[src/rtl/sram_arb.sv]
`default_nettype none
// ============================================================================
//  Module   : sram_arb
//  Purpose  : Two-port arbiter in front of a single-port synchronous SRAM.
//             Requester 0 is the labeling engine and requester 1 is the host
//             readout. Grants are combinational in the request cycle. Ties
//             are resolved round-robin, and the current owner may hold the
//             SRAM with a bounded lock. The SRAM command is registered, and
//             read data returns two cycles after acceptance.
//  Ports    : clk, reset (async, active-low)
//             req0/1, wen0/1 (0=write), a0/1[AW], d0/1[DW], lock0/1  - requests
//             gnt0/1                 - combinational accept strobes
//             rdata[DW], rvalid0/1   - registered read return
//             sram_a[AW], sram_d[DW], sram_wen (active-low) - registered SRAM cmd
//             sram_q[DW]             - SRAM read data for the address on sram_a
//  Revision : 1.0 - initial release
// ============================================================================
module sram_arb #(
    parameter int AW       = 10,
    parameter int DW       = 8,
    parameter int MAX_LOCK = 8
) (
    input  logic          clk,
    input  logic          reset,
    input  logic          req0,
    input  logic          req1,
    input  logic          wen0,
    input  logic          wen1,
    input  logic [AW-1:0] a0,
    input  logic [AW-1:0] a1,
    input  logic [DW-1:0] d0,
    input  logic [DW-1:0] d1,
    input  logic          lock0,
    input  logic          lock1,
    output logic          gnt0,
    output logic          gnt1,
    output logic [DW-1:0] rdata,
    output logic          rvalid0,
    output logic          rvalid1,
    output logic [AW-1:0] sram_a,
    output logic [DW-1:0] sram_d,
    output logic          sram_wen,
    input  logic [DW-1:0] sram_q
);

    localparam int              c_CW  = $clog2(MAX_LOCK + 1);
    localparam logic [c_CW-1:0] c_MAX = c_CW'(MAX_LOCK);

    typedef enum logic [1:0] {
        IDLE = 2'd0,
        OWN0 = 2'd1,
        OWN1 = 2'd2
    } state_t;

    state_t          r_state_q,  w_state_d;
    logic            r_last_q,   w_last_d;    // last winner: 0 or 1
    logic            r_lock_q,   w_lock_d;    // last grant was a locked grant
    logic [c_CW-1:0] r_lcnt_q,   w_lcnt_d;
    logic [AW-1:0]   r_sram_a_q, w_sram_a_d;
    logic [DW-1:0]   r_sram_d_q, w_sram_d_d;
    logic            r_wen_q,    w_wen_d;
    logic            r_rpend_q,  w_rpend_d;   // read on the SRAM bus this cycle
    logic            r_rid_q,    w_rid_d;     // requester owning that read
    logic [DW-1:0]   r_rdata_q,  w_rdata_d;
    logic            r_rv0_q,    w_rv0_d;
    logic            r_rv1_q,    w_rv1_d;

    logic w_hold0, w_hold1, w_gnt0, w_gnt1;

    // Arbitration
    always_comb begin
        // An owner keeps priority only when its previous grant was locked and
        // it has not yet used up its MAX_LOCK allowance. Once the allowance
        // is exhausted, round-robin hands the SRAM to the other side, because
        // the owner is also the last winner.
        w_hold0 = (r_state_q == OWN0) && r_lock_q && (r_lcnt_q < c_MAX);
        w_hold1 = (r_state_q == OWN1) && r_lock_q && (r_lcnt_q < c_MAX);
        w_gnt0  = 1'b0;
        w_gnt1  = 1'b0;
        if (req0 && req1) begin
            if (w_hold0)       w_gnt0 = 1'b1;
            else if (w_hold1)  w_gnt1 = 1'b1;
            else if (r_last_q) w_gnt0 = 1'b1;
            else               w_gnt1 = 1'b1;
        end else if (req0) begin
            w_gnt0 = 1'b1;
        end else if (req1) begin
            w_gnt1 = 1'b1;
        end
    end

    // Next-state and datapath
    always_comb begin
        w_state_d  = w_gnt0 ? OWN0 : (w_gnt1 ? OWN1 : IDLE);
        w_last_d   = w_gnt0 ? 1'b0 : (w_gnt1 ? 1'b1 : r_last_q);
        w_lock_d   = (w_gnt0 && lock0) || (w_gnt1 && lock1);
        w_lcnt_d   = '0;
        if (w_lock_d) begin
            // A locked grant continues the run only for the same owner.
            // A new owner, or a grant coming out of IDLE, starts at one.
            if (w_state_d == r_state_q)
                w_lcnt_d = (r_lcnt_q == c_MAX) ? c_MAX : r_lcnt_q + c_CW'(1);
            else
                w_lcnt_d = c_CW'(1);
        end

        w_sram_a_d = '0;
        w_sram_d_d = '0;
        w_wen_d    = 1'b1;
        if (w_gnt0) begin
            w_sram_a_d = a0;
            w_sram_d_d = d0;
            w_wen_d    = wen0;
        end else if (w_gnt1) begin
            w_sram_a_d = a1;
            w_sram_d_d = d1;
            w_wen_d    = wen1;
        end
        w_rpend_d  = (w_gnt0 && wen0) || (w_gnt1 && wen1);
        w_rid_d    = w_gnt1;

        // sram_q is valid while the read address sits on sram_a
        w_rdata_d  = r_rpend_q ? sram_q : r_rdata_q;
        w_rv0_d    = r_rpend_q && !r_rid_q;
        w_rv1_d    = r_rpend_q &&  r_rid_q;
    end

    always_ff @(posedge clk or negedge reset) begin
        if (!reset) begin
            r_state_q  <= IDLE;
            r_last_q   <= 1'b1;
            r_lock_q   <= 1'b0;
            r_lcnt_q   <= '0;
            r_sram_a_q <= '0;
            r_sram_d_q <= '0;
            r_wen_q    <= 1'b1;
            r_rpend_q  <= 1'b0;
            r_rid_q    <= 1'b0;
            r_rdata_q  <= '0;
            r_rv0_q    <= 1'b0;
            r_rv1_q    <= 1'b0;
        end else begin
            r_state_q  <= w_state_d;
            r_last_q   <= w_last_d;
            r_lock_q   <= w_lock_d;
            r_lcnt_q   <= w_lcnt_d;
            r_sram_a_q <= w_sram_a_d;
            r_sram_d_q <= w_sram_d_d;
            r_wen_q    <= w_wen_d;
            r_rpend_q  <= w_rpend_d;
            r_rid_q    <= w_rid_d;
            r_rdata_q  <= w_rdata_d;
            r_rv0_q    <= w_rv0_d;
            r_rv1_q    <= w_rv1_d;
        end
    end

    // Grants are forced low while reset is asserted, whatever the requests
    assign gnt0     = w_gnt0 & reset;
    assign gnt1     = w_gnt1 & reset;
    assign rdata    = r_rdata_q;
    assign rvalid0  = r_rv0_q;
    assign rvalid1  = r_rv1_q;
    assign sram_a   = r_sram_a_q;
    assign sram_d   = r_sram_d_q;
    assign sram_wen = r_wen_q;

endmodule
`default_nettype wire

[config.mk]
export PLATFORM = sky130hd
export DESIGN_NAME = sram_arb
export DESIGN_NICKNAME = d
export VERILOG_FILES = /design/src/rtl/sram_arb.sv
export SDC_FILE = /design/constraint.sdc
export NUM_CORES = 1
export LEC_CHECK = 0
export ABC_CLOCK_PERIOD_IN_PS = 2270
export CORE_UTILIZATION = 42
export DETAILED_ROUTE_END_ITERATION = 10
export PLACE_DENSITY = 0.84
export SLEW_MARGIN = 20
export SYNTH_ARGS = -nofsm -noshare
export SYNTH_HDL_FRONTEND = slang
export SYNTH_SLANG_ARGS = --single-unit
[constraint.sdc]
create_clock -name clk -period 2.27 [get_ports clk]
set_input_delay 0.454 -clock clk [delete_from_list [all_inputs] [get_ports clk]]
set_output_delay 0.454 -clock clk [all_outputs]
set_load 0.1 [all_outputs]
# == After elaboration in Yosys (flattened, before gate mapping) ==
# Cells that the tools add are included.
# word_totals
ff_bits,39
latchBits,0
ramBits,0
mem_bits_ro,0
input_bits,52
output_inout_bits,31
n_memories,0
# classes
n_addsub,1
mul,0
div,0
magnitude_cmp,1
eq_ne,4
shift,0
mux,24
n_bitwise,2
reduce_logical,15
# ops
cell,count
$mux W10,2
$mux W8,2
$mux W1,15
$mux W4,3
$logic_and A1 B1 Y1,11
$add A4 B1 Y4 const B,1
$eq A4 B4 Y1 const B,1
$lt A4 B4 Y1 const B,1
$mux W2,2
$and A1 B1 Y1,2
$eq A2 B1 Y1 const B,1
$eq A2 B2 Y1,1
$eq A2 B2 Y1 const B,1
$logic_or A1 B1 Y1,2
$reduce_bool A2 Y1,1
$logic_not A1 Y1,1

# == Logic depth before layout (Yosys ltp) ==
# Gate-level depths: netlist of the first run.
# logic_depth
ltp_word,11
ltp_mapped,5
depth_no_buf,5

# == Least setup slack after synthesis of the first run ==
# Ideal clock, no wire load.
# synth_timing
path_kind,register to output
startpoint,register r_lcnt_q[3]
endpoint,output port gnt0
arrival_time_ns,1.865
required_time_ns,1.816
setup_slack_ns,-0.049
stages_incl_launch_ff,6
path_buffers,1
cell_sequence,dfrtp_1 -> nor3b_2 -> o21ai_2 -> a31oi_4 -> buf_6 -> and2_1
# synth_via
elab_chain_len,6
elab_cells_between_ends,7
cone_classes,order compare: 1; mux: 3; bitwise: 1; reduce/logical: 2
# synth_lines
item,line,source
start: declaration,58,"logic [c_CW-1:0] r_lcnt_q, w_lcnt_d;"
start signal: assignment,146,r_lcnt_q <= w_lcnt_d;
$lt A4 B4 Y1 (*),"76, 77",
$logic_and A1 B1 Y1,77,w_hold1 = (r_state_q == OWN1) && r_lock_q && (r_lcnt_q < c_MAX);
$mux W1,82,else if (w_hold1) w_gnt1 = 1'b1;
$mux W1 (*),81,if (w_hold0) w_gnt0 = 1'b1;
$mux W1 (*),80,if (req0 && req1) begin
via w_gnt0,68,"logic w_hold0, w_hold1, w_gnt0, w_gnt1;"
$and A1 B1 Y1 (*),159,assign gnt0 = w_gnt0 & reset;
end: declaration,35,"output logic gnt0,"
# The timed path passes the listed nets; every way through them passes the cells marked *.

# == Worst setup path in the final report of the first run ==
# layout_timing
startpoint,register r_lcnt_q[3]
endpoint,output port gnt1
# layout_via
elab_chain_len,6
elab_cells_between_ends,7
cone_classes,order compare: 1; mux: 3; bitwise: 1; reduce/logical: 2
# layout_lines
item,line,source
$lt A4 B4 Y1 (*),"76, 77",
$logic_and A1 B1 Y1,77,
$mux W1,82,
$mux W1 (*),81,
$mux W1 (*),80,
$and A1 B1 Y1 (*),160,assign gnt1 = w_gnt1 & reset;
end: declaration,36,"output logic gnt1,"
# Mark *: on every way between the ends. The rest lies on a longest branch, timed or not.

==> results.sh, run 1 <==
export IMPL_outcome="complete, no violations"
export IMPL_gp_congestion=0.852
export IMPL_cts_sinks=39
export IMPL_drv_cap=0
export IMPL_clk_pin_slew_worst_paths_ns=0.07
export IMPL_slowest_stage="dfrtp_2"
export IMPL_syn_nets=171
export IMPL_num_vias=1296
export IMPL_drtIter0Drc=55
export IMPL_hold_class="input pin to asynchronous set/reset pin"
export IMPL_worstPathCellList="nor3b_2 > o211ai_1 > and3_4 > and2_2 > buf_12"
export IMPL_ys_types=31
export IMPL_cts_tree="yes"
export IMPL_nFillCells=276
export IMPL_power_density_nw_per_um2=911
export IMPL_path_max_fanout=6
export IMPL_syn_area_um2=1610
export IMPL_cts_buffers=5
export IMPL_async_flop_share_pct=100
export IMPL_setup_tns_ns=0
export IMPL_synth_seq_cells=39
export IMPL_ios=83
export IMPL_synth_top_area_share_pct=57.7
export IMPL_synth_mux_area_share_pct=6.94
export IMPL_synth_top_family_by_area="compound AO/OA/AOI/OAI gates"
export IMPL_core_um2=3660
export IMPL_nets=259
export IMPL_slew_headroom_pct=74.1
export IMPL_die_width_um=63.8
export IMPL_cts_resized=0
export IMPL_fp_dieH_um=63.8
export IMPL_start_util_pct=43.8
export IMPL_drv_slew=0
export IMPL_antenna_left=0
export IMPL_worstPathArrival_ns=1.74
export IMPL_critPathMaxStageDelay_ns=0.46
export IMPL_root_buffer="clkbuf_8"
export IMPL_drive_gt1_share_pct=30.1
export IMPL_min_period_ns=2.20
export IMPL_fin_crit_sh_pct=96.8
export IMPL_multi_input_area_um2=554
export IMPL_synth_fa_ha_area_share_pct=1.56
export IMPL_seq_area_um2=980
export IMPL_seq_area_frac_synth_pct=61.0
export IMPL_drcViolationCount=0
export IMPL_synthFlopType="dfrtp_1"
export IMPL_power_w=0.00229
export IMPL_ys_warn_count=0
export IMPL_skew_ns=0.00184
export IMPL_syn2layout_area_growth_pct=56.7
export IMPL_port_buffer_count=82
export IMPL_crit_type="flip-flop to output port"
export IMPL_clockBufferDepth=2
export IMPL_htreeDepth=2
export IMPL_hold_viol_final=0
export IMPL_cts_setup_buffers=0
export IMPL_critPathLaunchType="flip-flop"
export IMPL_track_usage_pct=21.1
export IMPL_core_rowCount=22
export IMPL_synthSimpleGateAreaFrac_pct=7.40
export IMPL_synth_xor_area_share_pct=0.546
export IMPL_worst_pin_slew_ns=0.388
export IMPL_antenna_found_initial=0
export IMPL_dieArea_um2=4070
export IMPL_first_pass_iters=4
export IMPL_wl_per_cell_um=15.3
export IMPL_fmax_mhz=455
export IMPL_grt_pass1_wl_um=6530
export IMPL_setup_viol_count_final=0
export IMPL_first_global_vias=1421
export IMPL_yosysTopAreaCell="dfrtp_1"
export IMPL_grt_max_degree=23
export IMPL_power_leakage_nw=1.15
export IMPL_synth_area_per_cell_um2=13.7
export IMPL_cp_end_kind="output port"
export IMPL_synth_compound_area_share_pct=17.9
export IMPL_rsz0062_at_grt="false"
export IMPL_worstSkewPairLatency_ns=0.29
export IMPL_via_per_inst=5.10
export IMPL_dp_hpwl_um=2930
export IMPL_netlist_instances=117
export IMPL_critPathRequiredTime_ns=1.82
export IMPL_drt_wl_total_um=3890
export IMPL_synth_edf_count=0
export IMPL_diodes=0
export IMPL_ir_worst_vdd_v=0.000442
export IMPL_overflow=0
export IMPL_synth_area_leaders="dfrtp_1 (58%), a22o_1 (10%), mux2_2 (6.3%), dfstp_2 (3.3%), buf_6 (2.8%)"
export IMPL_hold_buffers=0
-- flip-flops by register name, summed over array words and instances (netlist names) --
register and cells:
r_last_q 1, rvalid1 1, r_state_q 2, rdata 8, sram_d 8, r_rpend_q 1
r_rid_q 1, rvalid0 1, sram_a 10, r_lcnt_q 4, r_lock_q 1, sram_wen 1
-- critical path, delay by kind of cell, from the launching register on --
kind / cells / cell delay [ns]
buf+inv: 1 / 0.16
flops: 1 / 0.46
simple gates: 3 / 0.67
compound gates: 1 / 0.16
-- layout make-up --
class | count | share of cell area [%]
Sequential cell | 39 | 38.9
Timing Repair Buffer | 86 | 31.6
Inverter | 7 | 1.04
Tap cell | 48 | 2.39
Clock buffer | 8 | 3.98
Multi-Input combinational cell | 66 | 22.0
-- per-layer routing --
metal	routed length [um]	GRT usage, %
met5	0	0
met4	58	7.95
met3	316	6.61
met2	2000	37.0
met1	1510	23.9
-- placed cells by master (no fill, tap or decap), types with 2 or more instances in the layout --
cell and instances:
nand2b_1 3, nand3_1 2, a31oi_1 2, nand2_1 3, ha_1 2, inv_1 7
a21oi_1 2, buf_4 33, dfrtp_1 36, buf_12 2, clkbuf_8 7, dfstp_2 2
a211oi_1 3, mux2_2 9, and2_2 2, nor2b_1 2, clkdlybuf4s50_1 49, o211ai_1 2
a22o_1 19
-- synth_stat cells, drive strengths merged (3+ instances only) --
cell    number
dfrtp       37
a22o        19
mux2         9
inv          7
buf          4
a211oi       3
a31oi        3
and2         3
nand2        3
nand2b       3
-- power breakdown --
part / switching (W) / internal, W / total [W]
sequential: 0.0000517 / 0.000784 / 0.000835
clock: 0.000216 / 0.000277 / 0.000493
combinational: 0.000694 / 0.000269 / 0.000963
-- worst paths after layout --
kind | startpoint | to | slack (ns) | cells past startpoint
setup / recovery | r_lcnt_q[3] | gnt1 | 0.07 | 5
min in group clk | r_rid_q | rvalid0 | 0.42 | 1
hold reg to reg | r_rid_q | rvalid0 | 0.42 | 1
hold / removal | reset | sram_a[6] | 0.02 | 1
setup reg to reg | r_lcnt_q[3] | sram_wen | 0.53 | 5
max in group asynchronous | reset | sram_wen | 1.73 | 2
-- cell families after synthesis --
family | Yosys count
compound gates | 34
xor+xnor | 1
fa+ha+maj | 2
buf+inv | 12
flops | 39
mux | 10
simple gates | 19
-- metrics by stage --
stage          cells  utilization (%)  setup slack [ns]  cell area (um2)  hold WS, ns
6_report         254             68.7            0.0727             2520       0.0187
5_1_grt          254             68.7           0.00122             2520       0.0252
4_1_cts          254             68.6            0.0496             2510       0.0150
3_5_place_dp     246             65.9            0.0519             2410        0.329
3_3_place_gp     246             65.9             0.117             2410        0.331
2_1_floorplan    117                -             0.237             1610        0.158
Power figures use the tool's default switching activity.
==> run 2: changes to the inputs <==
- ABC_CLOCK_PERIOD_IN_PS: 2270 -> 2650
- CTS_CLUSTER_DIAMETER: unset -> 120
- clock period: 2.27 -> 2.65 ns (I/O delays scaled with it)
==> run 2 against run 1 <==
  * Via count is 1.5% lower
  * Clock skew up 0.0023 ns
  * Sequential power decreased by 15%
  * Utilization fell by 0.89 points
  * Critical path depth unchanged
  * Flip-flop and latch count unchanged
  * Die area did not move
  * Worst setup slack improved by 0.21 ns
  * Sequential share of layout area increased by 0.46 points
  * Clock power shrank 25%
  * Wire length is 1.6% lower
  * Critical endpoint unchanged
==> results.sh, run 2 (same netlist as run 1, synthesis figures left out) <==
export IMPL_setup_tns_ns=0
export IMPL_critPathMaxStageDelay_ns=0.56
export IMPL_num_vias=1276
export IMPL_clockBufferDepth=2
export IMPL_min_period_ns=2.37
export IMPL_setup_viol_count_final=0
export IMPL_largest_register_ffs=10
export IMPL_wl_per_cell_um=15.1
export IMPL_worstPathArrival_ns=1.84
export IMPL_topRoutingLayerUsed="met4"
export IMPL_htreeDepth=2
export IMPL_worstSkewPairLatency_ns=0.29
export IMPL_fmax_mhz=422
export IMPL_port_buffer_count=82
export IMPL_overflow=0
export IMPL_grt_max_degree=35
export IMPL_antenna_found_initial=0
export IMPL_drv_slew=0
export IMPL_wl_met1_um=1610
export IMPL_hold_viol_final=0
export IMPL_ir_worst_vdd_v=0.000496
export IMPL_clk_pin_slew_worst_paths_ns=0.07
export IMPL_power_leakage_nw=1.12
export IMPL_skew_ns=0.00412
export IMPL_via_per_inst=5.04
export IMPL_whs_ns=0.0641
export IMPL_first_pass_iters=4
export IMPL_drv_cap=0
export IMPL_p_comb_share_pct=43.3
export IMPL_dp_hpwl_um=2880
export IMPL_nets=258
export IMPL_dr_wl_met3_um=238
export IMPL_place_inst=245
export IMPL_fin_crit_sh_pct=89.5
export IMPL_root_buffer="clkbuf_8"
export IMPL_final_cells=253
export IMPL_cts_buffers=5
export IMPL_wl_met2_um=1930
export IMPL_place_area_um2=2400
export IMPL_cts_tree="yes"
export IMPL_core_um2=3660
export IMPL_final_common_cell="clkdlybuf4s50_1"
export IMPL_outcome="complete, no violations"
export IMPL_gp_congestion=0.879
export IMPL_rsz0062_at_grt="false"
export IMPL_cp_end_kind="output port"
export IMPL_first_global_vias=1292
export IMPL_drt_wl_total_um=3830
export IMPL_antenna_left=0
export IMPL_drive_gt1_share_pct=27.8
export IMPL_power_switching_w=0.000823
export IMPL_track_usage_pct=20.3
export IMPL_dieArea_um2=4070
export IMPL_cts_setup_buffers=0
export IMPL_slowest_stage="clkdlybuf4s50_1"
export IMPL_grt_pass1_wl_um=6180
export IMPL_core_rowCount=22
export IMPL_crit_type="input pin to output port"
export IMPL_drcViolationCount=0
export IMPL_final_cell_mix="clkdlybuf4s50_1 (50), dfrtp_1 (37), buf_4 (32)"
export IMPL_intPower_w=0.00108
export IMPL_die_width_um=63.8
export IMPL_p_seq_share_pct=37.3
export IMPL_cts_resized=0
export IMPL_start_util_pct=43.8
export IMPL_hold_class="input pin to asynchronous set/reset pin"
export IMPL_swShare_pct=43.1
export IMPL_syn2layout_area_growth_pct=54.7
export IMPL_diodes=0
export IMPL_slew_headroom_pct=72.7
export IMPL_worstPathCellList="clkdlybuf4s50_1 > o211ai_1 > and3_4 > and2_1 > buf_12"
export IMPL_hold_buffers=0
export IMPL_fp_dieH_um=63.8
export IMPL_p_clk_share_pct=19.4
export IMPL_critPathLaunchType="input pin"
export IMPL_drtIter0Drc=61
export IMPL_path_max_fanout=6
export IMPL_critPathRequiredTime_ns=2.12
export IMPL_final_area_um2=2480
export IMPL_power_density_nw_per_um2=768
export IMPL_ios=83
export IMPL_cts_sinks=39
export IMPL_worst_pin_slew_ns=0.410
run 2: path summary, 6_finish.rpt:
kind / from / end / slack [ns] / cells after the start
hold reg to reg: r_rid_q / rvalid0 / 0.43 / 1
setup / recovery: req0 / gnt1 / 0.28 / 5
setup reg to reg: r_lcnt_q[3] / sram_wen / 0.94 / 5
hold / removal: reset / r_state_q[1] / 0.06 / 1
max in group asynchronous: reset / sram_a[5] / 1.95 / 2
min in group clk: r_rid_q / rvalid0 / 0.43 / 1
run 2: stage by stage:
| stage | util [%] | total power (W) | worst slack [ns] |
|---|---|---|---|
| 2_1_floorplan | - | 0.00132 | 0.255 |
| 3_3_place_gp | 65.6 | 0.00154 | 0.361 |
| 3_5_place_dp | 65.6 | 0.00155 | 0.304 |
| 4_1_cts | 67.8 | 0.00192 | 0.276 |
| 5_1_grt | 67.8 | 0.00198 | 0.202 |
| 6_report | 67.8 | 0.00191 | 0.278 |
run 2: area by class of cell:
type | instances | area (um2)
Clock buffer | 7 | 76.3
Clock inverter | 1 | 5.00
Fill cell | 274 | 1180
Inverter | 7 | 26.3
Multi-Input combinational cell | 66 | 552
Sequential cell | 39 | 978
Tap cell | 48 | 60.1
Timing Repair Buffer | 85 | 786
run 2: power by group through the flow:
stage | logic (W) | registers [W] | clock network (W)
3_3_place_gp | 0.000815 | 0.000720 | 0
4_1_cts | 0.000830 | 0.000713 | 0.000382
2_1_floorplan | 0.000152 | 0.00117 | 0
3_5_place_dp | 0.000827 | 0.000724 | 0
5_1_grt | 0.000851 | 0.000723 | 0.000402
6_report | 0.000826 | 0.000712 | 0.000369
run 2: critical path, delay by kind of cell:
| kind | cells | cell delay (ns) |
|---|---|---|
| AOI/OAI and AO/OA | 1 | 0.18 |
| and+or+nand+nor | 2 | 0.40 |
| buffers and inverters | 2 | 0.73 |
run 2: routing by layer:
layer / vias to the layer above / global-route usage, %
li1: 600 / -
met1: 615 / 25.0
met2: 54 / 33.8
met3: 7 / 5.89
met4: 0 / 7.10
met5: - / 0
==> run 3: changes to the inputs <==
- CAP_MARGIN: unset -> 10
- REMOVE_ABC_BUFFERS: unset -> 1
==> run 3 against run 2 <==
  * Sequential share of layout area hardly changed
  * Count of clock-buffer cells in the layout fell by 2
  * Critical path depth did not move
  * Highest routed layer unchanged
==> results.sh, run 3 (same netlist as run 1, synthesis figures left out) <==
export IMPL_hold_class="input pin to asynchronous set/reset pin"
export IMPL_drv_cap=0
export IMPL_skew_ns=0.00523
export IMPL_cts_setup_buffers=0
export IMPL_htreeDepth=2
export IMPL_gp_congestion=0.968
export IMPL_cp_end_kind="output port"
export IMPL_ir_worst_vdd_v=0.000411
export IMPL_ios=83
export IMPL_final_common_cell="clkdlybuf4s50_1"
export IMPL_grt_max_degree=32
export IMPL_antenna_left=0
export IMPL_port_buffer_count=82
export IMPL_antenna_found_initial=0
export IMPL_nFillCells=284
export IMPL_track_usage_pct=21.5
export IMPL_cts_resized=0
export IMPL_min_period_ns=2.55
export IMPL_dieArea_um2=4070
export IMPL_wl_per_cell_um=16.0
export IMPL_critPathLaunchType="input pin"
export IMPL_outcome="complete, no violations"
export IMPL_rsz0062_at_grt="false"
export IMPL_cts_buffers=5
export IMPL_multi_input_area_um2=552
export IMPL_overflow=0
export IMPL_drtIter0Drc=75
export IMPL_crit_type="input pin to output port"
export IMPL_critPathRequiredTime_ns=2.12
export IMPL_cts_tree="yes"
export IMPL_worstSkewPairLatency_ns=0.29
export IMPL_dp_hpwl_um=3070
export IMPL_clk_pin_slew_worst_paths_ns=0.07
export IMPL_drv_slew=0
export IMPL_fin_crit_sh_pct=96.1
export IMPL_core_rowCount=22
export IMPL_grt_pass1_wl_um=6470
export IMPL_setup_viol_count_final=0
export IMPL_hold_viol_final=0
export IMPL_clockBufferDepth=2
export IMPL_seq_area_um2=978
export IMPL_first_pass_iters=4
export IMPL_slew_headroom_pct=74.6
export IMPL_largest_register_ffs=10
export IMPL_nets=258
export IMPL_die_width_um=63.8
export IMPL_power_density_nw_per_um2=770
export IMPL_diodes=0
export IMPL_fmax_mhz=393
export IMPL_drcViolationCount=0
export IMPL_root_buffer="clkbuf_8"
export IMPL_worst_pin_slew_ns=0.381
export IMPL_setup_tns_ns=0
export IMPL_cts_sinks=39
export IMPL_fin_util_pct=67.9
export IMPL_path_max_fanout=21
export IMPL_via_per_inst=5.15
export IMPL_start_util_pct=43.8
export IMPL_drt_wl_total_um=4050
export IMPL_fp_dieH_um=63.8
export IMPL_first_global_vias=1314
export IMPL_drive_gt1_share_pct=28.8
export IMPL_final_cell_mix="clkdlybuf4s50_1 (50), dfrtp_1 (37), buf_4 (32)"
export IMPL_power_leakage_nw=1.13
export IMPL_syn2layout_area_growth_pct=54.9
export IMPL_core_um2=3660
export IMPL_hold_buffers=0
export IMPL_num_vias=1304
export IMPL_worstPathArrival_ns=2.02
## run 3: final timing paths
| path | endpoint | cells past startpoint | slack (ns) | start |
|---|---|---|---|---|
| min in group clk | rvalid0 | 1 | 0.43 | r_rid_q |
| max in group asynchronous | sram_wen | 2 | 1.87 | reset |
| max | gnt1 | 5 | 0.10 | req0 |
| min | r_lock_q | 1 | 0.1 | reset |
| max reg2reg | sram_wen | 5 | 0.92 | r_lcnt_q[3] |
| min reg2reg | rvalid0 | 1 | 0.43 | r_rid_q |
## run 3: area by class of cell
class,count,area share (%)
Clock buffer,5,2.77
Sequential cell,39,39.4
Timing Repair Buffer,85,31.6
Tap cell,48,2.42
Multi-Input combinational cell,66,22.2
Clock inverter,3,0.604
Inverter,7,1.06
## run 3: layer usage
layer  global-route usage [%]  vias up  wire [um]
met4                     9.38        0         82
li1                         -      598          -
met3                     5.89        9        260
met2                     37.2       62       2120
met1                     24.6      635       1580
met5                        0        -          0
## run 3: where the power goes
group | internal (W) | total, W | switching [W]
combinational | 0.000228 | 0.000825 | 0.000597
clock | 0.000180 | 0.000376 | 0.000196
sequential | 0.000671 | 0.000713 | 0.0000423
total | 0.00108 | 0.00191 | 0.000835
## run 3: per-stage QoR
stage          total power [W]  worst slack [ns]  hold slack (ns)  cells  cell area [um2]
2_1_floorplan          0.00130             0.145            0.234    112             1560
4_1_cts                0.00193             0.112           0.0930    253             2490
6_report               0.00191             0.104           0.0958    253             2490
5_1_grt                0.00199            0.0176           0.0960    253             2490
3_3_place_gp           0.00153             0.186            0.405    245             2400
3_5_place_dp           0.00155             0.117            0.407    245             2400
## run 3: critical path, stage by stage
cell and delay, ns:
clkdlybuf4s50_1 0.50, o211ai_1 0.19, and3_4 0.39, and2_1 0.22, buf_12 0.18
